## config.mk

```make
export PLATFORM = sky130hd
export DESIGN_NAME = heart_rate_meter
export DESIGN_NICKNAME = d
export VERILOG_FILES = /design/src/rtl/hr_pkg.sv /design/src/rtl/hr_divider.sv /design/src/rtl/heart_rate_meter.sv
export SDC_FILE = /design/constraint.sdc
export NUM_CORES = 1
export LEC_CHECK = 0
export CORE_MARGIN = 8
export CORE_UTILIZATION = 50
export DETAILED_ROUTE_END_ITERATION = 10
export PLACE_DENSITY = 0.72
export SLEW_MARGIN = 20
export SYNTH_ARGS = -nofsm -noshare
export SYNTH_HDL_FRONTEND = slang
export SYNTH_SLANG_ARGS = --single-unit
export TNS_END_PERCENT = 20
```

## constraint.sdc

```tcl
create_clock -name clk -period 3 [get_ports clk]
set_clock_uncertainty 0.05 [all_clocks]
set_input_delay 0.6 -clock clk [delete_from_list [all_inputs] [get_ports clk]]
set_output_delay 0.6 -clock clk [all_outputs]
set_load 0.03 [all_outputs]
```

## src/rtl/hr_pkg.sv

```systemverilog
// hr_pkg: shared widths, constants and FSM state type for the heart rate meter
package hr_pkg;
    localparam int PERIOD_W = 12;
    localparam int BPM_W    = 8;
    localparam logic [15:0] BPM_NUMERATOR = 16'd60000;
    typedef enum logic {IDLE, MEASURE} state_t;
endpackage

```

## src/rtl/hr_divider.sv

```systemverilog
// hr_divider: 16/12 restoring divider, one quotient bit per cycle; done strobes once the last bit is in
module hr_divider
    import hr_pkg::*;
(
    input  logic                clk,
    input  logic                rst_n,
    input  logic                start,
    input  logic [15:0]         dividend,
    input  logic [PERIOD_W-1:0] divisor,
    output logic                busy,
    output logic                done,
    output logic [15:0]         quotient
);
    logic [PERIOD_W-1:0] rem, dsr;
    logic [PERIOD_W:0]   shifted, diff;
    logic [4:0]          iter;
    assign busy    = iter != '0;
    assign shifted = {rem, quotient[15]};
    assign diff    = shifted - {1'b0, dsr};
    always_ff @(posedge clk or negedge rst_n) begin
        if (!rst_n) begin
            rem      <= '0;
            dsr      <= '0;
            quotient <= '0;
            iter     <= '0;
            done     <= 1'b0;
        end else if (start) begin
            rem      <= '0;
            dsr      <= divisor;
            quotient <= dividend;
            iter     <= 5'd16;
            done     <= 1'b0;
        end else begin
            done <= iter == 5'd1;
            if (busy) begin
                // diff MSB set means the trial subtraction went negative: restore
                quotient <= {quotient[14:0], ~diff[PERIOD_W]};
                rem      <= diff[PERIOD_W] ? shifted[PERIOD_W-1:0] : diff[PERIOD_W-1:0];
                iter     <= iter - 5'd1;
            end
        end
    end
endmodule

```

## src/rtl/heart_rate_meter.sv

```systemverilog
// heart_rate_meter: times heartbeat pulse intervals in ms and converts them to bpm.
// Define HR_AVERAGE_EN to divide by the mean of the last four accepted periods.
module heart_rate_meter
    import hr_pkg::*;
#(
    parameter int CLK_HZ        = 100_000_000,
    parameter int TICK_HZ       = 1000,
    parameter int MIN_PERIOD_MS = 250,
    parameter int MAX_PERIOD_MS = 3000
) (
    input  logic             clk,
    input  logic             rst_n,
    input  logic             pulse_in,
    output logic             beat,
    output logic [BPM_W-1:0] bpm,
    output logic             bpm_valid,
    output logic             timeout
);
    localparam int DIV = CLK_HZ / TICK_HZ;
    localparam int PW  = DIV > 2 ? $clog2(DIV) : 1;
    localparam logic [PW-1:0]       PRE_LAST = PW'(DIV - 1);
    localparam logic [PERIOD_W-1:0] MIN_P    = PERIOD_W'(MIN_PERIOD_MS);
    localparam logic [PERIOD_W-1:0] MAX_P    = PERIOD_W'(MAX_PERIOD_MS);
    logic [2:0]          sync;
    logic [PW-1:0]       pre;
    logic [PERIOD_W-1:0] count, divisor;
    logic                tick, rise, accept, timeout_hit, measure_acc, start, div_busy, div_done;
    logic [15:0]         quotient;
    state_t              state, state_nx;
    assign tick        = pre == PRE_LAST;
    assign rise        = sync[1] & ~sync[2];
    assign measure_acc = accept && state == MEASURE;
    always_comb begin
        state_nx    = state;
        accept      = 1'b0;
        timeout_hit = 1'b0;
        if (state == IDLE) begin
            accept   = rise;
            state_nx = rise ? MEASURE : IDLE;
        end else if (count == MAX_P) begin
            timeout_hit = 1'b1;
            state_nx    = IDLE;
        end else begin
            accept = rise && count >= MIN_P;
        end
    end
`ifdef HR_AVERAGE_EN
    logic [PERIOD_W-1:0] hist [3];
    logic [1:0]          hist_n;
    logic [PERIOD_W+1:0] sum;
    // the period being accepted now is the fourth member of the average
    assign sum     = {2'b0, hist[0]} + {2'b0, hist[1]} + {2'b0, hist[2]} + {2'b0, count};
    assign divisor = PERIOD_W'(sum >> 2);
    assign start   = measure_acc && hist_n == 2'd3 && !div_busy;
    always_ff @(posedge clk or negedge rst_n) begin
        if (!rst_n) begin
            hist   <= '{default: '0};
            hist_n <= '0;
        end else if (timeout_hit) begin
            hist   <= '{default: '0};
            hist_n <= '0;
        end else if (measure_acc) begin
            hist   <= '{count, hist[0], hist[1]};
            hist_n <= hist_n + 2'(hist_n != 2'd3);
        end
    end
`else
    assign divisor = count;
    assign start   = measure_acc && !div_busy;
`endif
    hr_divider u_div (
        .clk      (clk),
        .rst_n    (rst_n),
        .start    (start),
        .dividend (BPM_NUMERATOR),
        .divisor  (divisor),
        .busy     (div_busy),
        .done     (div_done),
        .quotient (quotient)
    );
    always_ff @(posedge clk or negedge rst_n) begin
        if (!rst_n) begin
            sync      <= '0;
            pre       <= '0;
            count     <= '0;
            state     <= IDLE;
            beat      <= 1'b0;
            bpm       <= '0;
            bpm_valid <= 1'b0;
            timeout   <= 1'b0;
        end else begin
            sync      <= {sync[1:0], pulse_in};
            pre       <= tick ? '0 : pre + 1'b1;
            count     <= accept ? '0 : (tick && count != MAX_P) ? count + 1'b1 : count;
            state     <= state_nx;
            beat      <= accept;
            timeout   <= accept ? 1'b0 : (timeout_hit ? 1'b1 : timeout);
            bpm_valid <= timeout_hit ? 1'b0 : (div_done ? 1'b1 : bpm_valid);
            if (div_done)
                bpm <= |quotient[15:BPM_W] ? '1 : quotient[BPM_W-1:0];
        end
    end
endmodule

```

### Word-level counts from Yosys, hierarchy flattened

Index checks and enable logic that the tools add are counted.

| storage, ports and cells | value |
|---|---|
| bits in registers | 90 |
| input bits | 3 |
| output and inout bits | 11 |
| logic and storage cells | 59 |

| operators by class | value |
|---|---|
| add/subtract/negate cells | 4 |
| magnitude comparators | 1 |
| equality and inequality tests | 4 |
| mux-type cells | 23 |
| bitwise gates (word level) | 3 |
| reductions and logical operators | 11 |

Operators with widths:

| cell | number |
|---|---|
| 2-to-1 mux 12 bit | 5 |
| 2-to-1 mux 16 bit | 2 |
| adder 17 x 1 -> 17 bit (second input constant) | 1 |
| equality test 17 bit (second input constant) | 1 |
| 2-to-1 mux 17 bit | 1 |
| subtractor 13 x 12 -> 13 bit | 1 |
| adder 12 x 1 -> 12 bit (second input constant) | 1 |
| equality test 12 bit (second input constant) | 1 |
| >= comparator 12 x 8 -> 1 bit (second input constant) | 1 |
| 2-to-1 mux 1 bit | 12 |
| inequality test 12 bit (second input constant) | 1 |
| 2-to-1 mux 5 bit | 2 |
| 2-to-1 mux 8 bit | 1 |
| nonzero test 2 bit | 4 |
| OR reduction 8 bit | 1 |
| equality test 5 x 1 -> 1 bit (second input constant) | 1 |
| nonzero test 5 bit | 1 |
| subtractor 5 x 1 -> 5 bit (second input constant) | 1 |
| logical AND 1 bit | 4 |
| inverter 1 bit | 2 |
| AND 1 bit | 1 |
| zero test 1 bit | 1 |

### Longest topological paths before layout

| logic depth | value |
|---|---|
| word-level depth | 8 |
| gate-level depth with buffers | 10 |
| depth with buffers taken out | 9 |

### Hierarchy

A second synthesis with hierarchy kept.

| second synthesis, totals | value |
|---|---|
| cells, all modules | 516 |
| area total of the unflattened synthesis | 4924.7 µm² |

Modules (own cells, without submodules):

| module | times used | cells each | area an instance (µm²) |
|---|---|---|---|
| hr_divider | 1 | 310 | 2803.9 |
| heart_rate_meter | 1 | 206 | 2120.8 |

### Worst setup path after synthesis

OpenSTA, ideal clock, no wires.

| path | value |
|---|---|
| path kind | register to register |
| start point | reg u_div.rem[4] |
| end point | reg u_div.rem[7] |
| setup time | 0.126 ns |
| arrival time | 2.310 ns |
| data required time | 2.824 ns |
| path slack | 0.514 ns |
| stages on the path, launching flop included | 9 |
| clock period less this slack | 2.486 ns |
| cell sequence | dfrtp_1 -> ha_1 -> a21o_1 -> or3_4 -> o21a_1 -> a211o_1 -> and2_1 -> buf_6 -> a311o_1 |

| between the ends | value |
|---|---|
| longest elaborated chain between the ends | 4 |

RTL lines:

| what | line | source |
|---|---|---|
| start: declaration | hr_divider.sv:14 | `logic [PERIOD_W-1:0] rem, dsr;` |
| start signal: assignment | hr_divider.sv:38 | `rem <= diff[PERIOD_W] ? shifted[PERIOD_W-1:0] : diff[PERIOD_W-1:0];` |
| subtractor 13 x 12 -> 13 bit | hr_divider.sv:19 | `assign diff = shifted - {1'b0, dsr};` |
| 2-to-1 mux 12 bit | hr_divider.sv:38 |  |
| 2-to-1 mux 12 bit | hr_divider.sv:35 | `if (busy) begin` |
| 2-to-1 mux 12 bit | hr_divider.sv:27 | `end else if (start) begin` |

Every way passes these cells. The select of a mux whose other input is x is not followed.
A chain may end at the register's enable or synchronous reset.

### Final worst setup path

| path | value |
|---|---|
| start point | reg u_div.quotient[15] |
| end point | reg u_div.rem[4] |

| between the ends | value |
|---|---|
| longest elaborated chain between the ends | 4 |

RTL lines:

| what | line | source |
|---|---|---|
| start: declaration | hr_divider.sv:12 | `output logic [15:0] quotient` |
| start signal: assignment | hr_divider.sv:30 | `quotient <= dividend;` |
| start signal: assignment | hr_divider.sv:37 | `quotient <= {quotient[14:0], ~diff[PERIOD_W]};` |
| subtractor 13 x 12 -> 13 bit | hr_divider.sv:19 |  |
| 2-to-1 mux 12 bit | hr_divider.sv:38 |  |
| 2-to-1 mux 12 bit | hr_divider.sv:35 |  |
| 2-to-1 mux 12 bit | hr_divider.sv:27 |  |

Every way passes these cells. The select of a mux whose other input is x is not followed.

==> flow_summary.toml <==
[die]
rows = 34
die_area_um2 = 12300
start_util_pct = 51.6
die_h_um = 111
io_pins = 14
core_area_um2 = 8720
die_x_um = 111

[setup_path]
rrSetupSlack_ns = 0.26
critical_path_peak_fanout = 10
start_kind = "flip-flop"
r2r_start = "u_div.quotient[15]"
path_class = "flip-flop to flip-flop"
crit_chain = "inv_1, ha_1, fa_1, nand2b_1, a21oi_1, o21a_1, a211o_1, and2_1, o211ai_1"
critPathCaptureType = "flip-flop"
r2r-end = "u_div.rem[4]"
crit_slowest_cell = "and2_1"
reg2reg_depth = 9
arrival_ns = 2.91
cp_slowest_stage_delay_ns = 0.41
cp.required_ns = 3.17

[clock_network]
root_buffer = "clkbuf_8"
clk_latency_ns = 0.35
clk_path_buf_depth = 2
cts_tree = "done"
cts.clk_slew.worst_paths_ns = 0.10
post_cts_buffers = 0
cts_hold_buf = 0
cts_sinks = 90
cts-resized-gates = 0
cts_made_buffers = 9
htreeDepth = 3

[place]
hpwlAfterDp_mm = 6.21
gp_congestion = 0.842
io_buffers = 13

[routing]
routed-wl-met2_mm = 3.92
first_pass_iters = 4
drt-total-wl_mm = 8.58
first_iter_violations = 155
wl_per_cell_um = 15.0
drc = 0
vias_per_cell = 5.63
vias = 3221
postRouteAntennaNets = 0
topRoutingLayerUsed = "met4"
met1_length_mm = 4.31
wl_met3_um = 304

[timing]
setup_violations = 0
rsz0062_at_grt = "no"
worstMarginPinSlew_ns = 0.650
fmax_mhz = 365
period_minus_slack_ns = 2.74
period_share_pct = 91.2
relSlewSlack_pct = 56.7
final_hold_viol_count = 0
fin_setup_tns_ns = 0
drv_slew = 0

[finish]
layout-drive-gt1-share_pct = 9.05
area_growth_pct = 10.7
fillCellCount = 718
fin_nets = 481
final_cell_mix = "dfrtp_1 (90), nand2_1 (47), nor2_1 (41)"
final_common_cell = "dfrtp_1"
antennaDiodeCount = 0

[synth]
yosysWarnings = 0
synth_flop_cell = "dfrtp_1"
netlist_area_um2 = 4500
syn-num-nets = 462
syn_inst = 440
synth-async-reset-ratio_pct = 100
synthDistinctLibCells = 54
synth_area_per_cell_um2 = 10.2
ys_ff_latch = 90
synth-edff-count = 0
ys_seq_area_share_pct = 50.0

[pwr]
swShare_pct = 24.3
leakage_nw = 2.24
power_frac_seq_pct = 59.5
p_per_area_nw_per_um2 = 410
clkPwrFrac_pct = 39.1
p_sw_mw = 0.496
irDropWorstVdd_uv = 248
power_frac_comb_pct = 1.4
intPower_mw = 1.55
power_mw = 2.04

[grt]
antenna_found_initial = 0
grt_max_degree = 51
grt-ovfl-total = 0
grt_use_total_pct = 14.8
grt_pass1_wl_mm = 15.5
grt_pass1_vias = 3198

[min_path]
min_path_type = "input port to async pin"

[outcome]
status = "complete, no violations"

[flow_run]
drv_cap = 0
## power groups by stage
stage                     sequential (mW)  combinational, mW  clock, mW
after floorplan                      1.24            0.00151          0
after global placement               1.24             0.0312          0
after detailed placement             1.24             0.0320          0
after CTS                            1.22             0.0318      0.827
after global routing                 1.22             0.0353      0.877
final                                1.21             0.0294      0.797
## metal layers
metal	vias to the layer above	GRT usage, %
li1	1610	-
met2	59	21.8
met3	4	3.68
met4	0	4.50
met1	1548	20.8
met5	-	0
## registers in the layout, summed over array words and instances, names as in the netlist
signal,cells
state,1
u_div.done,1
bpm,8
u_div.rem,12
u_div.quotient,16
count,12
beat,1
u_div.iter,5
bpm_valid,1
u_div.dsr,12
timeout,1
sync,3
pre,17
## layout make-up
class                           instances  area (um2)  area share [%]
Multi-Input combinational cell        315        2110            42.4
Sequential cell                        90        2250            45.2
Clock buffer                            9         124            2.48
Clock inverter                          7        73.8            1.48
Inverter                               21        78.8            1.58
Timing Repair Buffer                   22         208            4.17
Tap cell                              108         135            2.71
## worst max path at each step
stage | slack [ns] | cells after the start | from | end
final | 0.26 | 9 | u_div.quotient[15] | u_div.rem[4]
after global routing | 0.01 | 9 | u_div.quotient[15] | u_div.rem[4]
after detailed placement | 0.30 | 7 | u_div.rem[4] | u_div.rem[7]
after CTS | 0.27 | 9 | u_div.quotient[15] | u_div.rem[4]
after global placement | 0.36 | 7 | u_div.rem[4] | u_div.rem[7]
after floorplan | 0.51 | 8 | u_div.rem[4] | u_div.rem[7]
## cell families (layout without fill, tap and decap cells)
| group | after synthesis | after routing | share of synthesized area [%] |
|---|---|---|---|
| simple gates | 165 | 165 | 18.3 |
| buf+inv | 35 | 59 | 3.20 |
| mux | 13 | 13 | 3.17 |
| xor+xnor | 33 | 33 | 6.42 |
| compound gates | 85 | 85 | 13.4 |
| fa+ha+maj | 19 | 19 | 5.45 |
| flops | 90 | 90 | 50.0 |
## stage by stage
step           cells  hold WS (ns)  setup WS (ns)  util, %  area, um2
5_1_grt          572         0.259         0.0133     57.2       4980
3_3_place_gp     556         0.289          0.358     54.9       4790
2_1_floorplan    440         0.254          0.514        -       4500
6_report         572         0.218          0.263     57.2       4980
4_1_cts          572         0.230          0.275     57.2       4980
3_5_place_dp     556         0.290          0.305     54.9       4790
## critical path, delay by kind of cell, from the launching register on
kind	cells	cell delay, ns
and+or+nand+nor	2	0.60
AOI/OAI and AO/OA	4	0.89
buffers and inverters	1	0.07
adders and majority gates	2	0.63
DFF	1	0.36
## cell usage after synthesis, types with 3 or more instances
| cell type | count | area [um2] |
|---|---|---|
| xnor2_1 | 21 | 184 |
| mux2i_1 | 3 | 30.0 |
| nand2_1 | 47 | 176 |
| nor2_1 | 41 | 154 |
| o21a_1 | 3 | 22.5 |
| nor3_1 | 10 | 50.1 |
| a21oi_1 | 20 | 100 |
| and3_1 | 7 | 43.8 |
| inv_1 | 21 | 78.8 |
| nor4_1 | 7 | 43.8 |
| nand2b_1 | 9 | 56.3 |
| mux2_2 | 10 | 113 |
| ha_1 | 18 | 225 |
| and2_1 | 3 | 18.8 |
| o21ai_0 | 10 | 50.1 |
| o211ai_1 | 10 | 75.1 |
| a21o_1 | 3 | 22.5 |
| nor2b_1 | 5 | 31.3 |
| nand3_1 | 11 | 55.1 |
| dfrtp_1 | 90 | 2250 |
| xor2_1 | 12 | 105 |
| clkbuf_1 | 11 | 41.3 |
| o22a_1 | 14 | 123 |
| a22o_1 | 8 | 70.1 |
| nand4_1 | 9 | 56.3 |
No activity file was read; power rests on OpenSTA's default activity.
